`src/rtl/lagarto_dcache_req_queue.sv`:
```
// In-order CPU request queue feeding the L1 D-cache split load/store channels.
// Define LAGARTO_DCACHE_NACK_RETRY_EN to replay NACKed requests up to MAX_RETRY times.
module lagarto_dcache_req_queue #(
    parameter int unsigned DATA_W    = 64,
    parameter int unsigned DEPTH     = 4,
    parameter int unsigned INDEX_W   = 12,
    parameter int unsigned TAG_W     = 28,
    parameter int unsigned ID_W      = 6,
    parameter int unsigned MAX_RETRY = 3
) (
    input  logic                       clk_i,
    input  logic                       rst_i,
    input  logic                       cpu_req_valid_i,
    output logic                       cpu_req_ready_o,
    input  logic                       cpu_req_we_i,
    input  logic [INDEX_W+TAG_W-1:0]   cpu_req_addr_i,
    input  logic [DATA_W-1:0]          cpu_req_wdata_i,
    input  logic [1:0]                 cpu_req_size_i,
    input  logic                       cpu_req_signed_i,
    input  logic [ID_W-1:0]            cpu_req_id_i,
    input  logic                       cpu_kill_i,
    output logic                       ld_req_valid_o,
    input  logic                       ld_req_ready_i,
    output logic [INDEX_W-1:0]         ld_req_index_o,
    output logic [TAG_W-1:0]           ld_req_tag_o,
    output logic                       ld_req_tag_valid_o,
    output logic                       ld_req_kill_o,
    output logic [1:0]                 ld_req_size_o,
    output logic [DATA_W/8-1:0]        ld_req_be_o,
    output logic                       st_req_valid_o,
    input  logic                       st_req_ready_i,
    output logic [INDEX_W-1:0]         st_req_index_o,
    output logic [TAG_W-1:0]           st_req_tag_o,
    output logic                       st_req_tag_valid_o,
    output logic                       st_req_kill_o,
    output logic [1:0]                 st_req_size_o,
    output logic [DATA_W/8-1:0]        st_req_be_o,
    output logic [DATA_W-1:0]          st_req_wdata_o,
    input  logic                       ld_resp_valid_i,
    input  logic [DATA_W-1:0]          ld_resp_data_i,
    input  logic                       ld_resp_nack_i,
    input  logic                       st_resp_valid_i,
    input  logic                       st_resp_nack_i,
    output logic                       cpu_resp_valid_o,
    output logic [ID_W-1:0]            cpu_resp_id_o,
    output logic [DATA_W-1:0]          cpu_resp_data_o,
    output logic                       cpu_resp_err_o,
    output logic                       cpu_resp_store_o
);
    localparam int unsigned ADDR_W  = INDEX_W + TAG_W;
    localparam int unsigned BE_W    = DATA_W / 8;
    localparam int unsigned OFF_W   = $clog2(BE_W);
    localparam int unsigned PTR_W   = $clog2(DEPTH);
    localparam int unsigned DIDX_W  = $clog2(DATA_W);
    localparam int unsigned RETRY_W = (MAX_RETRY > 0) ? $clog2(MAX_RETRY + 1) : 1;
    localparam logic [PTR_W:0] PTR_ONE = (PTR_W+1)'(1);

    localparam logic [2:0] ST_IDLE  = 3'd0;
    localparam logic [2:0] ST_ISSUE = 3'd1;
    localparam logic [2:0] ST_TAG   = 3'd2;
    localparam logic [2:0] ST_WAIT  = 3'd3;
    localparam logic [2:0] ST_DRAIN = 3'd4;

    typedef struct packed {
        logic              we;
        logic              sgn;
        logic              err;
        logic [1:0]        size;
        logic [ID_W-1:0]   id;
        logic [ADDR_W-1:0] addr;
        logic [DATA_W-1:0] wdata;
    } entry_t;

    entry_t             mem [DEPTH];
    entry_t             hd;
    entry_t             entry_in;
    logic [PTR_W:0]     wr_ptr, rd_ptr;
    logic [2:0]         state, state_nxt;
    logic               full, empty, push, pop;
    logic               misalign, issue_v, req_ready, resp_v, resp_nack;
    logic               rsp_fire, rsp_err;
    logic               retry_left;
    logic [RETRY_W-1:0] retry_cnt;
    logic [OFF_W-1:0]   off;
    logic [BE_W-1:0]    be_mask, be;
    logic [DATA_W-1:0]  sh, ld_data;
    logic [31:0]        nbits;
    logic [DIDX_W-1:0]  msb;

    assign full            = (wr_ptr[PTR_W] != rd_ptr[PTR_W]) && (wr_ptr[PTR_W-1:0] == rd_ptr[PTR_W-1:0]);
    assign empty           = (wr_ptr == rd_ptr);
    assign cpu_req_ready_o = !full;
    assign push            = cpu_req_valid_i && !full && !cpu_kill_i;
    assign hd              = mem[rd_ptr[PTR_W-1:0]];
    assign off             = hd.addr[OFF_W-1:0];
    assign req_ready       = hd.we ? st_req_ready_i  : ld_req_ready_i;
    assign resp_v          = hd.we ? st_resp_valid_i : ld_resp_valid_i;
    assign resp_nack       = hd.we ? st_resp_nack_i  : ld_resp_nack_i;
    assign issue_v         = (state == ST_ISSUE) && !hd.err && !cpu_kill_i;

    // Double-word accesses are also flagged when the bus is narrower than 64 bits.
    always_comb begin
        misalign = 1'b0;
        unique case (cpu_req_size_i)
            2'd0: misalign = 1'b0;
            2'd1: misalign = cpu_req_addr_i[0];
            2'd2: misalign = |cpu_req_addr_i[1:0];
            2'd3: misalign = (|cpu_req_addr_i[2:0]) || (DATA_W < 64);
            default: misalign = 1'b1;
        endcase
        entry_in = '{we: cpu_req_we_i, sgn: cpu_req_signed_i, err: misalign, size: cpu_req_size_i,
                     id: cpu_req_id_i, addr: cpu_req_addr_i, wdata: cpu_req_wdata_i};
    end

    always_ff @(posedge clk_i) begin
        if (push) mem[wr_ptr[PTR_W-1:0]] <= entry_in;
    end

    // Byte enables and load-result alignment/extension for the head entry.
    always_comb begin
        nbits = 32'd8 << hd.size;
        msb   = (nbits > DATA_W) ? DIDX_W'(DATA_W - 1) : DIDX_W'(nbits - 32'd1);
        sh    = ld_resp_data_i >> {off, 3'b000};
        for (int i = 0; i < BE_W; i++) be_mask[i] = (32'(i) < (32'd1 << hd.size));
        be = be_mask << off;
        for (int i = 0; i < DATA_W; i++) ld_data[i] = (32'(i) < nbits) ? sh[i] : (hd.sgn & sh[msb]);
    end

`ifdef LAGARTO_DCACHE_NACK_RETRY_EN
    localparam logic RETRY_EN = 1'b1;
    always_ff @(posedge clk_i or posedge rst_i) begin
        if (rst_i)                                                   retry_cnt <= '0;
        else if (cpu_kill_i || pop)                                  retry_cnt <= '0;
        else if (state == ST_WAIT && resp_v && resp_nack && retry_left) retry_cnt <= retry_cnt + RETRY_W'(1);
    end
`else
    localparam logic RETRY_EN = 1'b0;
    assign retry_cnt = '0;
`endif
    assign retry_left = RETRY_EN && (retry_cnt != RETRY_W'(MAX_RETRY));

    always_comb begin
        state_nxt = state;
        pop       = 1'b0;
        rsp_fire  = 1'b0;
        rsp_err   = 1'b0;
        unique case (state)
            ST_IDLE: begin
                if (!cpu_kill_i && (!empty || push)) state_nxt = ST_ISSUE;
            end
            ST_ISSUE: begin
                if (cpu_kill_i) state_nxt = ST_IDLE;
                else if (hd.err) begin
                    rsp_fire  = 1'b1;
                    rsp_err   = 1'b1;
                    pop       = 1'b1;
                    state_nxt = ST_IDLE;
                end else if (req_ready) state_nxt = ST_TAG;
            end
            ST_TAG: state_nxt = cpu_kill_i ? ST_IDLE : ST_WAIT;
            ST_WAIT: begin
                // A response landing in the kill cycle leaves nothing to drain.
                if (cpu_kill_i) state_nxt = resp_v ? ST_IDLE : ST_DRAIN;
                else if (resp_v) begin
                    if (resp_nack && retry_left) state_nxt = ST_ISSUE;
                    else begin
                        rsp_fire  = 1'b1;
                        rsp_err   = resp_nack;
                        pop       = 1'b1;
                        state_nxt = ST_IDLE;
                    end
                end
            end
            ST_DRAIN: begin
                if (ld_resp_valid_i || st_resp_valid_i) state_nxt = ST_IDLE;
            end
            default: state_nxt = ST_IDLE;
        endcase
    end

    always_ff @(posedge clk_i or posedge rst_i) begin
        if (rst_i) begin
            state  <= ST_IDLE;
            wr_ptr <= '0;
            rd_ptr <= '0;
        end else begin
            state <= state_nxt;
            if (cpu_kill_i) begin
                wr_ptr <= '0;
                rd_ptr <= '0;
            end else begin
                if (push) wr_ptr <= wr_ptr + PTR_ONE;
                if (pop)  rd_ptr <= rd_ptr + PTR_ONE;
            end
        end
    end

    always_ff @(posedge clk_i or posedge rst_i) begin
        if (rst_i) begin
            cpu_resp_valid_o <= 1'b0;
            cpu_resp_id_o    <= '0;
            cpu_resp_data_o  <= '0;
            cpu_resp_err_o   <= 1'b0;
            cpu_resp_store_o <= 1'b0;
        end else begin
            cpu_resp_valid_o <= rsp_fire;
            cpu_resp_id_o    <= rsp_fire ? hd.id : '0;
            cpu_resp_data_o  <= (rsp_fire && !rsp_err && !hd.we) ? ld_data : '0;
            cpu_resp_err_o   <= rsp_fire && rsp_err;
            cpu_resp_store_o <= rsp_fire && hd.we;
        end
    end

    // Cache request channels: index phase in ISSUE, tag (or kill) phase in TAG.
    always_comb begin
        ld_req_valid_o     = 1'b0;
        ld_req_index_o     = '0;
        ld_req_tag_o       = '0;
        ld_req_tag_valid_o = 1'b0;
        ld_req_kill_o      = 1'b0;
        ld_req_size_o      = '0;
        ld_req_be_o        = '0;
        st_req_valid_o     = 1'b0;
        st_req_index_o     = '0;
        st_req_tag_o       = '0;
        st_req_tag_valid_o = 1'b0;
        st_req_kill_o      = 1'b0;
        st_req_size_o      = '0;
        st_req_be_o        = '0;
        st_req_wdata_o     = '0;
        if (issue_v) begin
            if (hd.we) begin
                st_req_valid_o = 1'b1;
                st_req_index_o = hd.addr[INDEX_W-1:0];
                st_req_size_o  = hd.size;
                st_req_be_o    = be;
                st_req_wdata_o = hd.wdata << {off, 3'b000};
            end else begin
                ld_req_valid_o = 1'b1;
                ld_req_index_o = hd.addr[INDEX_W-1:0];
                ld_req_size_o  = hd.size;
                ld_req_be_o    = be;
            end
        end
        if (state == ST_TAG) begin
            if (hd.we) begin
                st_req_tag_o       = hd.addr[ADDR_W-1:INDEX_W];
                st_req_tag_valid_o = !cpu_kill_i;
                st_req_kill_o      = cpu_kill_i;
            end else begin
                ld_req_tag_o       = hd.addr[ADDR_W-1:INDEX_W];
                ld_req_tag_valid_o = !cpu_kill_i;
                ld_req_kill_o      = cpu_kill_i;
            end
        end
    end
endmodule
```
`config.mk`:
```
export PLATFORM = sky130hd
export DESIGN_NAME = lagarto_dcache_req_queue
export DESIGN_NICKNAME = d
export VERILOG_FILES = /design/src/rtl/lagarto_dcache_req_queue.sv
export SDC_FILE = /design/constraint.sdc
export NUM_CORES = 1
export LEC_CHECK = 0
export CELL_PAD_IN_SITES_DETAIL_PLACEMENT = 0
export CELL_PAD_IN_SITES_GLOBAL_PLACEMENT = 1
export CORE_UTILIZATION = 39
export DETAILED_ROUTE_END_ITERATION = 16
export PLACE_DENSITY_LB_ADDON = 0.1
export SYNTH_ARGS = -nofsm -noshare
export SYNTH_HDL_FRONTEND = slang
export SYNTH_SLANG_ARGS = --single-unit
```
`constraint.sdc`:
```
create_clock -name clk_i -period 5 [get_ports clk_i]
set_input_delay 1 -clock clk_i [delete_from_list [all_inputs] [get_ports clk_i]]
set_output_delay 1 -clock clk_i [all_outputs]
set_load 0.01 [all_outputs]
```
==> impl_results.md <==
* Top cell type's share of synthesized area at 0.5805
* Status: complete, no violations
* TritonCTS clock tree: built
* Setup TNS at 0 ns
* Final Skew at a little under 0.04 ns
* Clk sink count at 542
* Max Buffers Root-to-Sink at 3
* Top FF cell, synth: edfxtp_1
* Peak VDD IR at around 0.29 mV
* EDFF count, synth at 460
* Sequential power share at 0.470
* Die width at around 250 um
* Worst path required time at roughly 4 ns
* Crit Reg-Reg Startpoint: rd_ptr[0]
* Tot GR Track Use at 0.2402
* Slowest CP cell: mux4_4
* Total core area at between 60000 and 70000 um^2
* Critical path depth in cells at 7
* Max Cap Violations at 0
* Die height at between 200 and 250 um
* Post-synthesis compound-gate area fraction at 0.04606
* Fillers at approximately 5200
* Most frequent cell after synthesis: edfxtp_1
* DR vias/cell at around 5.4
* Routed Antenna Nets at 0
* Post-synthesis simple-gate area fraction at 0.09738
* # rows at 90
* Layout area overhead at 31.10%
* Synth Register Bits at ~540
* # port buffers at roughly 430
* CP Max Fanout at 12
* Synthesized cell area at approximately 24000 um^2
* Wirelength, routed at 74.76 mm
* Sequential-to-total area share from yosys stat at 0.6667
* Crit Path Class: flop to primary output
* Total power draw at approximately 11 mW
* Worst setup endpoint: st_req_wdata_o[58]
* Area of the multi-input gates at roughly 7500 um^2
* Final hold viol count at 0
* Initial Utilization at 0.3942
* Reg2reg path depth at 9
* Slew HR at 0.4310
* H-Tree Depth at 2
* Comb power frac at 0.149
* Largest net degree at the start of global routing at between 70 and 80
* Via count at between 15000 and 20000
* FF/Latch Area at ~16000 um^2
* RR Endpoint: cpu_resp_data_o[16]
* Net Count, Synth at about 1800
* Switching Fraction at 0.2520
* Worst slew pin tran at approximately 0.85 ns
* Lkg Pwr at approximately 11 nW
* Ranking of synthesized cells by area: edfxtp_1 58%, mux4_2 11%, dfrtp_1 8.6%
* Worst setup EP type: primary output
* Int Pwr at about 8.1 mW
* Synth Area in XOR/XNOR at 0.002945
* TritonCTS Buffers at 57
* GPL Wtd Cong at about 0.85
* Avg WL per Cell at 26.11 um
* Reg2reg setup slack at roughly 1.1 ns
* Antenna violations before repair at 12
* Commonest cells post-synth: 460 x edfxtp_1, 155 x nand2_1, 128 x nor2_1, 115 x mux4_2, 99 x mux2i_1
* Crit path buf inv count at 2
* Final nets at 2225
* Critical Path Source Type: flop
* Die footprint at just over 60000 um^2
* Crit share post-route at 0.9754
* Critical-path cell list: buf_4 -> mux4_4 -> mux2_2 -> nor2_1 -> a311o_1 -> a21oi_1 -> clkdlybuf4s50_1
* Largest family of logic cells by synthesized area: multiplexers
* YS warnings at 0
* Hold Path Class: flop to flop
* Clk_lat worst skew at roughly 0.63 ns
* Root Driver: clkbuf_16
* Drt drc at 0
* IO Count at approximately 430
* Clk pin slew, worst setup/hold paths at 0.06 ns
* TritonRoute pass-1 iters at 7
* Share of cells above drive strength 1 at 0.1536
* Global-route wire length before repair at ~110 mm
* Crit path DAT at 3.88 ns
* Detail Placement HPWL at ~53 mm
* Tmin final at between 4 and 5 ns
* Synthesized area per cell at ~15 um^2
* PD cells at about 350 nW/um^2
* Synth area leader: edfxtp_1
* Worst Hold Margin at approximately 0.56 ns
* Mux cell area share after synthesis at 0.1618
* Delay of the slowest critical-path stage at 0.81 ns
* Unrepaired setup endpoints after global routing: yes
* Psw at around 2.7 mW
* Number of distinct library cells after synthesis at 53
* Clock Power Share at 0.381
* Crit path from: rd_ptr[0]
* Largest delay share family, worst path: multiplexers
* Adder-Cell Fraction of Synth Area at 0.003155
* Fmax at 205.0 MHz
* Post-Synthesis Cells at 1578
* Number of global-route vias before repair at between 15000 and 20000
* GRT overflow at 0
* Async SR Flop Fraction at 0.1513
* Final setup viols at 0
* Number of DRC markers in iteration 0 at just under 1000
* Max-slew violations at 0
==> cell families after synthesis <==
family | count (synthesis)
flip-flops | 542
AND/OR/NAND/NOR | 490
multiplexers | 238
AO/OA/AOI/OAI | 169
buffers and inverters | 125
XOR/XNOR | 8
adder cells (fa/ha/maj) | 6
==> what timing repair did <==
| item | in CTS | in global routing |
|---|---|---|
| gates resized for setup | 4 | 7 |
| setup endpoints to repair | 15 | 18 |
| gates cloned | 1 | 0 |
| setup buffers | 5 | 3 |
| hold buffers | 0 | 0 |
| pin swaps | 0 | 0 |
==> cell usage in the layout (no fill, tap or decap), drive strengths merged, types with 25 or more instances in the layout <==
cell / netlist / routed
edfxtp: 460 / 460
clkdlybuf4s50: 0 / 431
nand2: 155 / 155
nor2: 129 / 129
mux4: 115 / 116
mux2i: 99 / 99
and2: 97 / 97
dfrtp: 82 / 82
buf: 46 / 70
clkbuf: 62 / 68
a21oi: 67 / 67
nand3: 45 / 45
o21ai: 37 / 37
clkinv: 0 / 29
nor3: 25 / 25
==> cell type report <==
class / count / share of cell area
inverters: 17 / 0.002126
diodes: 4 / 0.0003209
clock buffers: 68 / 0.04705
flip-flops and latches: 542 / 0.5088
repair buffers: 501 / 0.1583
clock inverters: 37 / 0.01159
well taps: 782 / 0.03136
multi-input cells: 912 / 0.2404
==> worst reg2reg max path: cells and delay by family, from the launching register on <==
family	cells	cell delay, ns
buffers and inverters	2	0.53
DFF	1	0.55
muxes	2	1.09
and+or+nand+nor	5	1.52
==> power by group through the flow <==
| stage | clock network, mW | registers [mW] | logic, mW |
|---|---|---|---|
| floorplan | 0 | 5.18 | 0.865 |
| global placement | 0 | 5.18 | 1.60 |
| detailed placement | 0 | 5.18 | 1.60 |
| CTS | 4.21 | 5.09 | 1.62 |
| global route | 4.38 | 5.10 | 1.72 |
| finish | 4.12 | 5.09 | 1.61 |
==> metal layers <==
| metal | global-route usage | wire, um | up-vias |
|---|---|---|---|
| li1 | - | - | 6936 |
| met1 | 0.2905 | 29490 | 7846 |
| met2 | 0.4162 | 37760 | 571 |
| met3 | 0.06019 | 5095 | 120 |
| met4 | 0.08571 | 2296 | 18 |
| met5 | 0 | 123 | - |
==> worst min-delay path by stage <==
stage | startpoint | endpoint | slack [ns] | depth (start not counted)
6_report | state[1] | cpu_resp_err_o | 0.56 | 1
3_3_place_gp | state[1] | cpu_resp_err_o | 0.53 | 1
2_1_floorplan | state[1] | cpu_resp_err_o | 0.49 | 1
5_1_grt | rd_ptr[2] | rd_ptr[2] | 0.59 | 2
4_1_cts | state[1] | cpu_resp_err_o | 0.55 | 1
3_5_place_dp | state[1] | cpu_resp_err_o | 0.54 | 1
==> stage by stage <==
step | area [um^2] | utilization | instances | setup WS [ns]
2_1_floorplan | 23800 | - | 1578 | 1.014
5_1_grt | 31190 | 0.5168 | 2862 | -0.01188
3_3_place_gp | 29240 | 0.4844 | 2745 | 0.4837
4_1_cts | 31140 | 0.5160 | 2856 | 0.05978
3_5_place_dp | 29240 | 0.4844 | 2745 | 0.5033
6_report | 31200 | 0.5169 | 2863 | 0.1229
==> flip-flops by register name (all words and copies together) (netlist names) <==
signal,cells
state,3
rd_ptr,3
cpu_resp_id_o,6
wr_ptr,3
cpu_resp_data_o,64
mem,460
cpu_resp_err_o,1
cpu_resp_store_o,1
cpu_resp_valid_o,1
Power figures use the tool's default switching activity.
